$ cat src/rtl/alu_pkg.sv
// alu_pkg: shared definitions for the combinational alu and its sequential front end.
//   - 4-bit alu_op encodings OP_ADD..OP_OR
//   - is_fp_op(op)    : 1 for the float class (selects FP latency)
//   - is_valid_op(op) : 1 for defined encodings 0000-1001
//   - state_e         : request/execute/response FSM states
package alu_pkg;

    localparam logic [3:0] OP_ADD          = 4'b0000;
    localparam logic [3:0] OP_SUB          = 4'b0001;
    localparam logic [3:0] OP_MUL          = 4'b0010;
    localparam logic [3:0] OP_SHL          = 4'b0011;
    localparam logic [3:0] OP_SHR          = 4'b0100;
    localparam logic [3:0] OP_FMUL         = 4'b0101;
    localparam logic [3:0] OP_FLOOR        = 4'b0110;
    localparam logic [3:0] OP_FLOOR_TO_INT = 4'b0111;
    localparam logic [3:0] OP_FCMP         = 4'b1000;
    localparam logic [3:0] OP_OR           = 4'b1001;

    typedef enum logic [1:0] {
        StIdle = 2'b00,
        StExec = 2'b01,
        StResp = 2'b10
    } state_e;

    function automatic logic is_fp_op(logic [3:0] op);
        return (op == OP_FMUL) || (op == OP_FLOOR) || (op == OP_FLOOR_TO_INT) ||
               (op == OP_FCMP);
    endfunction

    function automatic logic is_valid_op(logic [3:0] op);
        return op <= OP_OR;
    endfunction

endpackage

$ cat src/rtl/alu.sv
// alu: combinational 32-bit integer / single-precision float unit.
// Ports:
//   a, b    : 32-bit operands
//   alu_op  : 4-bit operation select (see alu_pkg)
//   result  : 32-bit result; 0 for undefined encodings
// Float handling is simplified: denormal inputs flush to zero, FMUL truncates,
// Inf/NaN inputs to FMUL give a quiet NaN, FCMP returns 1 when a < b.
module alu
    import alu_pkg::*;
(
    input  logic [31:0] a,
    input  logic [31:0] b,
    input  logic [3:0]  alu_op,
    output logic [31:0] result
);

    logic [7:0]  ea;
    logic [7:0]  eb;
    logic [47:0] prod;
    logic [9:0]  esum;
    logic [9:0]  eout;
    logic [31:0] fmul_res;
    logic [7:0]  fsh;
    logic [30:0] fmask;
    logic [31:0] floor_res;
    logic [31:0] int_mag;
    logic [31:0] frac_mask;
    logic        frac_nz;
    logic [31:0] fti_res;
    logic        fcmp_lt;
    logic        unused_bits;

    assign ea = a[30:23];
    assign eb = b[30:23];

    // FMUL: 24x24 mantissa product, one-bit normalisation, truncation.
    always_comb begin
        prod     = {1'b1, a[22:0]} * {1'b1, b[22:0]};
        esum     = {2'b00, ea} + {2'b00, eb} + {9'b0, prod[47]};
        eout     = esum - 10'd127;
        fmul_res = 32'h0;
        if (ea == 8'hFF || eb == 8'hFF) begin
            fmul_res = 32'h7FC0_0000;
        end else if (ea == 8'h00 || eb == 8'h00 || esum <= 10'd127) begin
            fmul_res = {a[31] ^ b[31], 31'b0};
        end else if (esum >= 10'd382) begin
            fmul_res = {a[31] ^ b[31], 8'hFF, 23'b0};
        end else begin
            fmul_res = {a[31] ^ b[31], eout[7:0], prod[47] ? prod[46:24] : prod[45:23]};
        end
    end

    // FLOOR (float -> float). Clearing the fractional field bits truncates toward zero;
    // negatives with a fraction then step one unit away, carrying into the exponent.
    always_comb begin
        fsh       = 8'd150 - ea;
        fmask     = (31'd1 << fsh) - 31'd1;
        floor_res = a;
        if (ea < 8'd127) begin
            floor_res = (a[31] && a[30:0] != 31'b0) ? 32'hBF80_0000 : {a[31], 31'b0};
        end else if (ea < 8'd150 && (a[30:0] & fmask) != 31'b0) begin
            floor_res = a[31] ? {1'b1, (a[30:0] & ~fmask) + (31'd1 << fsh)}
                              : {1'b0, a[30:0] & ~fmask};
        end
    end

    // FLOOR_TO_INT (float -> signed int32), saturating out of range.
    always_comb begin
        frac_mask = (32'd1 << fsh) - 32'd1;
        int_mag   = 32'h0;
        frac_nz   = 1'b0;
        if (ea >= 8'd150) begin
            int_mag = {8'b0, 1'b1, a[22:0]} << (ea - 8'd150);
        end else begin
            int_mag = {8'b0, 1'b1, a[22:0]} >> fsh;
            frac_nz = ({8'b0, 1'b1, a[22:0]} & frac_mask) != 32'h0;
        end
        if (ea < 8'd127) begin
            fti_res = (a[31] && a[30:0] != 31'b0) ? 32'hFFFF_FFFF : 32'h0;
        end else if (ea >= 8'd158) begin
            fti_res = a[31] ? 32'h8000_0000 : 32'h7FFF_FFFF;
        end else begin
            fti_res = a[31] ? -(int_mag + {31'b0, frac_nz}) : int_mag;
        end
    end

    // FCMP: sign-magnitude less-than; +0 and -0 compare equal.
    always_comb begin
        if (a[30:0] == 31'b0 && b[30:0] == 31'b0) begin
            fcmp_lt = 1'b0;
        end else if (a[31] != b[31]) begin
            fcmp_lt = a[31];
        end else if (a[31]) begin
            fcmp_lt = a[30:0] > b[30:0];
        end else begin
            fcmp_lt = a[30:0] < b[30:0];
        end
    end

    always_comb begin
        unique case (alu_op)
            OP_ADD:          result = a + b;
            OP_SUB:          result = a - b;
            OP_MUL:          result = a * b;
            OP_SHL:          result = a << b[4:0];
            OP_SHR:          result = a >> b[4:0];
            OP_FMUL:         result = fmul_res;
            OP_FLOOR:        result = floor_res;
            OP_FLOOR_TO_INT: result = fti_res;
            OP_FCMP:         result = {31'b0, fcmp_lt};
            OP_OR:           result = a | b;
            default:         result = 32'h0;
        endcase
    end

    assign unused_bits = ^{prod[22:0], eout[9:8]};

endmodule

$ cat src/rtl/alu_seq.sv
// alu_seq: valid/ready request/response front end for the combinational alu.
// Ports:
//   clk, rst                 : clock, asynchronous active-high reset
//   in_valid/in_ready        : request handshake; in_a, in_b, in_op request payload
//   out_valid/out_ready      : response handshake; out_result, out_invalid payload
//   stat_ops, stat_invalid   : response / invalid-response counters
//                              (present only with ALU_SEQ_STATS_EN defined)
// Parameters: INT_LAT / FP_LAT (1..15) cycles from accept to result capture.
module alu_seq
    import alu_pkg::*;
#(
    parameter int unsigned INT_LAT = 1,
    parameter int unsigned FP_LAT  = 3
) (
    input  logic        clk,
    input  logic        rst,
    input  logic        in_valid,
    output logic        in_ready,
    input  logic [31:0] in_a,
    input  logic [31:0] in_b,
    input  logic [3:0]  in_op,
    output logic        out_valid,
    input  logic        out_ready,
    output logic [31:0] out_result,
    output logic        out_invalid
`ifdef ALU_SEQ_STATS_EN
    ,
    output logic [31:0] stat_ops,
    output logic [31:0] stat_invalid
`endif
);

    localparam logic [3:0] IntCnt = 4'(INT_LAT - 1);
    localparam logic [3:0] FpCnt  = 4'(FP_LAT - 1);

    state_e      state_q;
    logic [3:0]  cnt_q;
    logic [31:0] a_q;
    logic [31:0] b_q;
    logic [3:0]  op_q;
    logic        out_valid_q;
    logic [31:0] out_result_q;
    logic        out_invalid_q;
    logic [31:0] alu_result;

    // Operands reach the alu only from the latched registers.
    alu u_alu (
        .a      (a_q),
        .b      (b_q),
        .alu_op (op_q),
        .result (alu_result)
    );

    always_ff @(posedge clk or posedge rst) begin
        if (rst) begin
            state_q       <= StIdle;
            cnt_q         <= 4'd0;
            a_q           <= 32'h0;
            b_q           <= 32'h0;
            op_q          <= 4'd0;
            out_valid_q   <= 1'b0;
            out_result_q  <= 32'h0;
            out_invalid_q <= 1'b0;
        end else begin
            unique case (state_q)
                StIdle: begin
                    if (in_valid) begin
                        a_q     <= in_a;
                        b_q     <= in_b;
                        op_q    <= in_op;
                        cnt_q   <= is_fp_op(in_op) ? FpCnt : IntCnt;
                        state_q <= StExec;
                    end
                end
                StExec: begin
                    if (cnt_q == 4'd0) begin
                        out_result_q  <= alu_result;
                        out_invalid_q <= !is_valid_op(op_q);
                        out_valid_q   <= 1'b1;
                        state_q       <= StResp;
                    end else begin
                        cnt_q <= cnt_q - 4'd1;
                    end
                end
                StResp: begin
                    if (out_ready) begin
                        out_valid_q <= 1'b0;
                        state_q     <= StIdle;
                    end
                end
                default: state_q <= StIdle;
            endcase
        end
    end

`ifdef ALU_SEQ_STATS_EN
    logic [31:0] stat_ops_q;
    logic [31:0] stat_invalid_q;

    always_ff @(posedge clk or posedge rst) begin
        if (rst) begin
            stat_ops_q     <= 32'h0;
            stat_invalid_q <= 32'h0;
        end else if (out_valid_q && out_ready) begin
            stat_ops_q <= stat_ops_q + 32'd1;
            if (out_invalid_q) begin
                stat_invalid_q <= stat_invalid_q + 32'd1;
            end
        end
    end

    assign stat_ops     = stat_ops_q;
    assign stat_invalid = stat_invalid_q;
`endif

    assign in_ready    = (state_q == StIdle);
    assign out_valid   = out_valid_q;
    assign out_result  = out_result_q;
    assign out_invalid = out_invalid_q;

endmodule

$ cat config.mk
export PLATFORM = sky130hd
export DESIGN_NAME = alu_seq
export DESIGN_NICKNAME = d
export VERILOG_FILES = /design/src/rtl/alu_pkg.sv /design/src/rtl/alu.sv /design/src/rtl/alu_seq.sv
export SDC_FILE = /design/constraint.sdc
export NUM_CORES = 2
export LEC_CHECK = 0
export CORE_ASPECT_RATIO = 0.9
export CORE_MARGIN = 3
export CORE_UTILIZATION = 45
export CTS_CLUSTER_DIAMETER = 150
export DETAILED_ROUTE_END_ITERATION = 10
export GPL_ROUTABILITY_DRIVEN = 1
export MAX_ROUTING_LAYER = met4
export PLACE_DENSITY_LB_ADDON = 0.12
export SYNTH_ARGS = -nofsm -noshare
export SYNTH_HDL_FRONTEND = slang
export SYNTH_SLANG_ARGS = --single-unit
$ cat constraint.sdc
create_clock -name clk -period 27.6 [get_ports clk]
set_input_delay 5.52 -clock clk [delete_from_list [all_inputs] [get_ports clk]]
set_output_delay 5.52 -clock clk [all_outputs]
set_load 0.02 [all_outputs]
-- Word level (Yosys, flattened, before mapping)
Cells that the tools add are included.
- flip-flop bits (word level): 108
- input bits: 72
- output and inout bits: 35
- word-level logic and storage cells: 123
- $add $sub $neg: 13
- multiply operators: 2
- order comparisons: 9
- equality and inequality tests: 22
- shift operators: 6
- mux-type cells: 30
- bitwise logic cells: 6
- reduce and logical (&&, ||, !) cells: 27
- operators by type and width (operator ; number):
    $mux W32 ; 11
    $pmux W32 S10 ; 1
    $and A31 B31 Y31 ; 2
    $logic_not A31 Y1 ; 2
    $mux W31 ; 2
    $reduce_bool A31 Y1 ; 2
    $mul A24 B24 Y48 ; 1
    $add A32 B1 Y32 ; 1
    $add A32 B32 Y32 ; 1
    $and A24 B32 Y32 ; 1
    $mul A32 B32 Y32 ; 1
    $neg A32 Y32 ; 1
    $or A32 B32 Y32 ; 1
    $reduce_bool A32 Y1 ; 1
    $shl A1 B8 Y32 const A ; 1
    $shl A24 B8 Y32 ; 1
    $shl A32 B5 Y32 ; 1
    $shr A24 B8 Y32 ; 1
    $shr A32 B5 Y32 ; 1
    $sub A32 B1 Y32 const B ; 1
    $sub A32 B32 Y32 ; 1
    $add A31 B31 Y31 ; 1
    $gt A31 B31 Y1 ; 1
    $lt A31 B31 Y1 ; 1
    41 further kinds ; 77

-- Longest topological paths before layout
- depth after elaboration: 12
- gate-level depth with buffers: 43
- depth with buffers taken out: 37

-- Cells and area by module
Synthesis repeated with hierarchy kept, for this count alone.
- cell total of the unflattened synthesis: 6454
- area total of the unflattened synthesis: 53540.1 µm²
- by module, submodules not included (module ; times used ; cells each ; area an instance (µm²) ; sequential area each (µm²)):
    alu ; 1 ; 6197 ; 49332.3 ; 0.0
    alu_seq ; 1 ; 257 ; 4207.8 ; 2702.6

-- Worst setup path before layout
OpenSTA, ideal clock, no wires.
- path kind: register -> register
- from: reg b_q[2]
- to: reg out_result_q[13] (netlist: out_result[13])
- library setup time: 0.083 ns
- data arrival time: 11.311 ns
- required time: 27.517 ns
- setup slack: 16.206 ns
- stages on the path, launching flop included: 44
- path buffers: 6
- period minus slack after synthesis: 11.394 ns
- cells stage by stage: dfrtp_1 -> clkbuf_1 -> inv_2 -> buf_1 -> buf_1 -> clkbuf_1 -> buf_1 -> nor2_1 -> fa_1 -> fa_1 -> inv_1 -> fa_1 -> inv_1 -> fa_1 -> inv_1 -> fa_1 -> inv_1 -> fa_1 -> (+8 left out) -> a21o_1 -> a211o_1 -> nand3_1 -> inv_1 -> clkbuf_1 -> fa_1 -> fa_1 -> nor2b_1 -> o31a_1 -> o31a_1 -> nor3_1 -> mux2_2 -> a2111oi_0 -> nor3b_1 -> nand2_1 -> a211oi_1 -> a222oi_1 -> o21ai_0
- cells in the longest elaborated chain, start to end: 7
- elaborated cells between the ends (all ways): 15
- classes of those cells: add/sub: 3; mul: 2; order compare: 2; shift: 2; mux: 5; reduce/logical: 1
- ends and longest elaborated chain (item ; RTL line ; text):
    from (decl) ; alu_seq.sv:39 ; logic [31:0] b_q;
    from (signal assigned) ; alu_seq.sv:69 ; b_q <= in_b;
    $mul A24 B24 Y48 ; alu.sv:38 ; prod = {1'b1, a[22:0]} * {1'b1, b[22:0]};
    $add A9 B1 Y10 ; alu.sv:39 ; esum = {2'b00, ea} + {2'b00, eb} + {9'b0, prod[47]};
    $ge A10 B9 Y1 / $le A10 B7 Y1 (equally long branches) ; alu.sv:46, alu.sv:44 ;
    $mux W31 / $logic_or A1 B1 Y1 (equally long branches) ; alu.sv:46, alu.sv:44 ;
    $mux W31 ; alu.sv:44 ; end else if (ea == 8'h00 || eb == 8'h00 || esum <= 10'd127) begin
    $mux W32 ; alu.sv:42 ; if (ea == 8'hFF || eb == 8'hFF) begin
    $pmux W32 S10 * ; alu.sv:101 ; unique case (alu_op)
    to (signal assigned) ; alu_seq.sv:77 ; out_result_q <= alu_result;
    to (decl) ; alu_seq.sv:42 ; logic [31:0] out_result_q;
Mark *: on every way between the ends. The rest lies on a longest branch, timed or not.
A chain may end at the register's enable or synchronous reset.

-- Worst setup path after layout
- from: reg b_q[4]
- to: reg out_result_q[17] (netlist: out_result[17])
The elaborated chain is that of the path after synthesis.

==> results.yml <==
run_status:
  outcome: "completed"
worst_hold_path:
  hold-path-endpoint: "cnt_q[0]"
  worstHoldStart: "cnt_q[0]"
  holdCritPathClass: "flop to flop"
  hold_depth: 1
sta:
  setup_violations: 0
  relSlewSlack_pct: 4.603
  tns_ns: 0
  post-route-min-period_ns: 12.75
  drv_slew: 0
  finalClockSkew_ns: 0.02258
  finalCritPeriodShare_pct: 46.21
  fmax_mhz: 78.40
  hold_viol: 0
  tightest_slew_ns: 1.431
  rsz0062_at_grt: "no"
setup_path:
  r2r_cells: 39
  crit_type: "flop to flop"
  cp.required_ns: 27.93
  cpMaxStageDelayCell: "nor3b_1"
  worstReg2RegStart: "b_q[4]"
  r2r_setup_slack_ns: 14.85
  r2r_end: "out_result[17]"
  worst-path-max-fanout: 47
  endpoint_kind: "flop"
  cpPeakStageDelay_ns: 0.95
  cp_common_cell: "fa_1"
  startpoint_type: "flop"
  critPathArrivalTime_ns: 13.09
synthesis:
  ys_types: 105
  synth_top_area_share_pct: 33.03
  synth_fp_nets: 8014
  async_reset_ff_share_pct: 100.0
  synthCells: 6566
  yosysTopAreaCell: "fa_1"
  yosys_warnings: 0
  synthFlopType: "dfrtp_1"
  ys_seq_area_share_pct: 4.999
  ys_top_cells_by_area: "fa_1 33%, ha_1 11%, inv_1 8.9%"
  ys_seq_elements: 108
  avgSynthCellArea_um2: 8.233
  synth_edf_count: 0
  netlist_area_um2: 54060
layout:
  layout.nets: 7935
  layout_common_cells: "1,275 x inv_1, 892 x fa_1, 668 x nand2_1"
  multi_input_area_um2: 45020
  num-fill-cells: 11800
  seq_area_um2: 2736
  area_growth_pct: 6.108
  drive_above_1_share_pct: 6.362
  layout_commonest_cell: "inv_1"
floorplan:
  start_util_pct: 45.78
  die_h_um: 334.8
  rows: 119
  die_width_um: 371.3
  die-area_um2: 124300
  pin_count: 107
  core_um2: 118100
cts:
  cts-root-buf: "clkbuf_16"
  cts_tree: "built"
  numCtsBuffers: 9
  cts_max_level: 3
  path_clk_slew_ns: 0.10
  cts_hold_buf: 0
  cts.repair.resized: 0
  clock-sinks: 108
  cts_setup_buffers: 0
  insertion_delay_ns: 0.43
  clock_path_buffers: 2
placed_design:
  dp_hpwl_um: 207600
  gp_congestion: 1.075
  port_buffers: 106
route:
  drtIter0Drc: 6565
  viasPerCell: 6.304
  routed_wl_um: 263700
  avgRoutedWirePerCell_um: 32.63
  antenna_left: 0
  vias: 50950
  drt_pre_antenna_iters: 10
  drc_errors: 0
global_routing:
  grt_pass1_wl_um: 375900
  grt_max_degree: 95
  first_global_vias: 50630
  grt_antenna_before_repair: 25
  grt_overflow: 0
  grt_usage_pct: 43.74
flow_run:
  maxCapViolCount: 0
worst max-delay path by stage:
stage            from        endpoint  slack, ns  cells after the start
6_report       b_q[4]  out_result[17]      14.85                     39
5_1_grt        b_q[4]  out_result[17]      14.38                     39
4_1_cts        b_q[4]  out_result[17]      15.13                     39
3_5_place_dp   b_q[4]  out_result[17]      15.19                     39
3_3_place_gp   b_q[4]  out_result[13]      15.34                     39
2_1_floorplan  b_q[2]  out_result[13]      16.21                     43
cell type report:
class / instances / area share [%]
multi-input combinational: 4782 / 78.49
tap: 1573 / 3.431
clock inverter: 7 / 0.1222
inverter: 1300 / 8.518
timing repair buffer: 286 / 4.206
clock buffer: 9 / 0.3926
sequential: 108 / 4.771
antenna: 17 / 0.07416
metal layers:
metal  routed length [µm]  GRT usage [%]  vias to the layer above
li1                     -              -                    21220
met3                34250          12.28                      615
met4                14040          18.21                        0
met1               106500          59.40                    25700
met2               108900          61.06                     3422
met5                    0              -                        -
cell usage after synthesis (all sizes together) (11+ instances only):
cell type and n:
a211o 20, a211oi 39, a21o 93, a21oi 283
a221o 14, a221oi 34, a22oi 19, a31oi 48
a32oi 14, and2 34, and3 28, buf 120
clkbuf 256, clkinv 19, dfrtp 108, fa 892
ha 484, inv 1281, mux2 31, mux2i 72
mux4 98, nand2 669, nand2b 31, nand3 95
nand4 28, nor2 613, nor2b 32, nor3 95
nor4 29, o2111ai 16, o211ai 47, o21a 41
o21ai 311, o21bai 28, o221ai 21, o22ai 44
o311ai 11, o31a 12, o31ai 27, or2 14
or3 26, xnor2 158, xor2 63
flip-flops by register name, indices dropped and copies added, names as in the netlist:
name / count
out_invalid: 1
op_q: 4
out_valid: 1
b_q: 32
out_result: 32
cnt_q: 4
a_q: 32
state_q: 2
stage by stage:
stage | cell area, µm² | std cells | setup WS [ns] | util [%] | hold WS [ns]
floorplan | 54060 | 6566 | 16.21 | - | 0.4737
finish | 57360 | 8082 | 14.85 | 48.58 | 0.5065
global route | 57350 | 8076 | 14.38 | 48.57 | 0.5243
global placement | 57010 | 8049 | 15.34 | 48.29 | 0.4903
CTS | 57310 | 8065 | 15.13 | 48.54 | 0.5082
detailed placement | 57010 | 8049 | 15.19 | 48.29 | 0.4931
critical path, delay by kind of cell (launching register included):
| kind | cells | cell delay, ns |
|---|---|---|
| AOI/OAI and AO/OA | 12 | 3.08 |
| adders and majority gates | 10 | 4.75 |
| buffers and inverters | 10 | 2.27 |
| DFF | 1 | 0.35 |
| muxes | 1 | 0.28 |
| and+or+nand+nor | 6 | 1.87 |
cells by family after synthesis:
kind of cell    share of synthesized area, %
simple gates                           13.88
buf+inv                                11.84
fa+ha+maj                              44.24
compound gates                         15.34
xor+xnor                               3.650
mux                                    6.062
flops                                  4.999
Power is not shown: default switching activity piles up to over one toggle a cycle in this logic, so the estimate is an artifact.
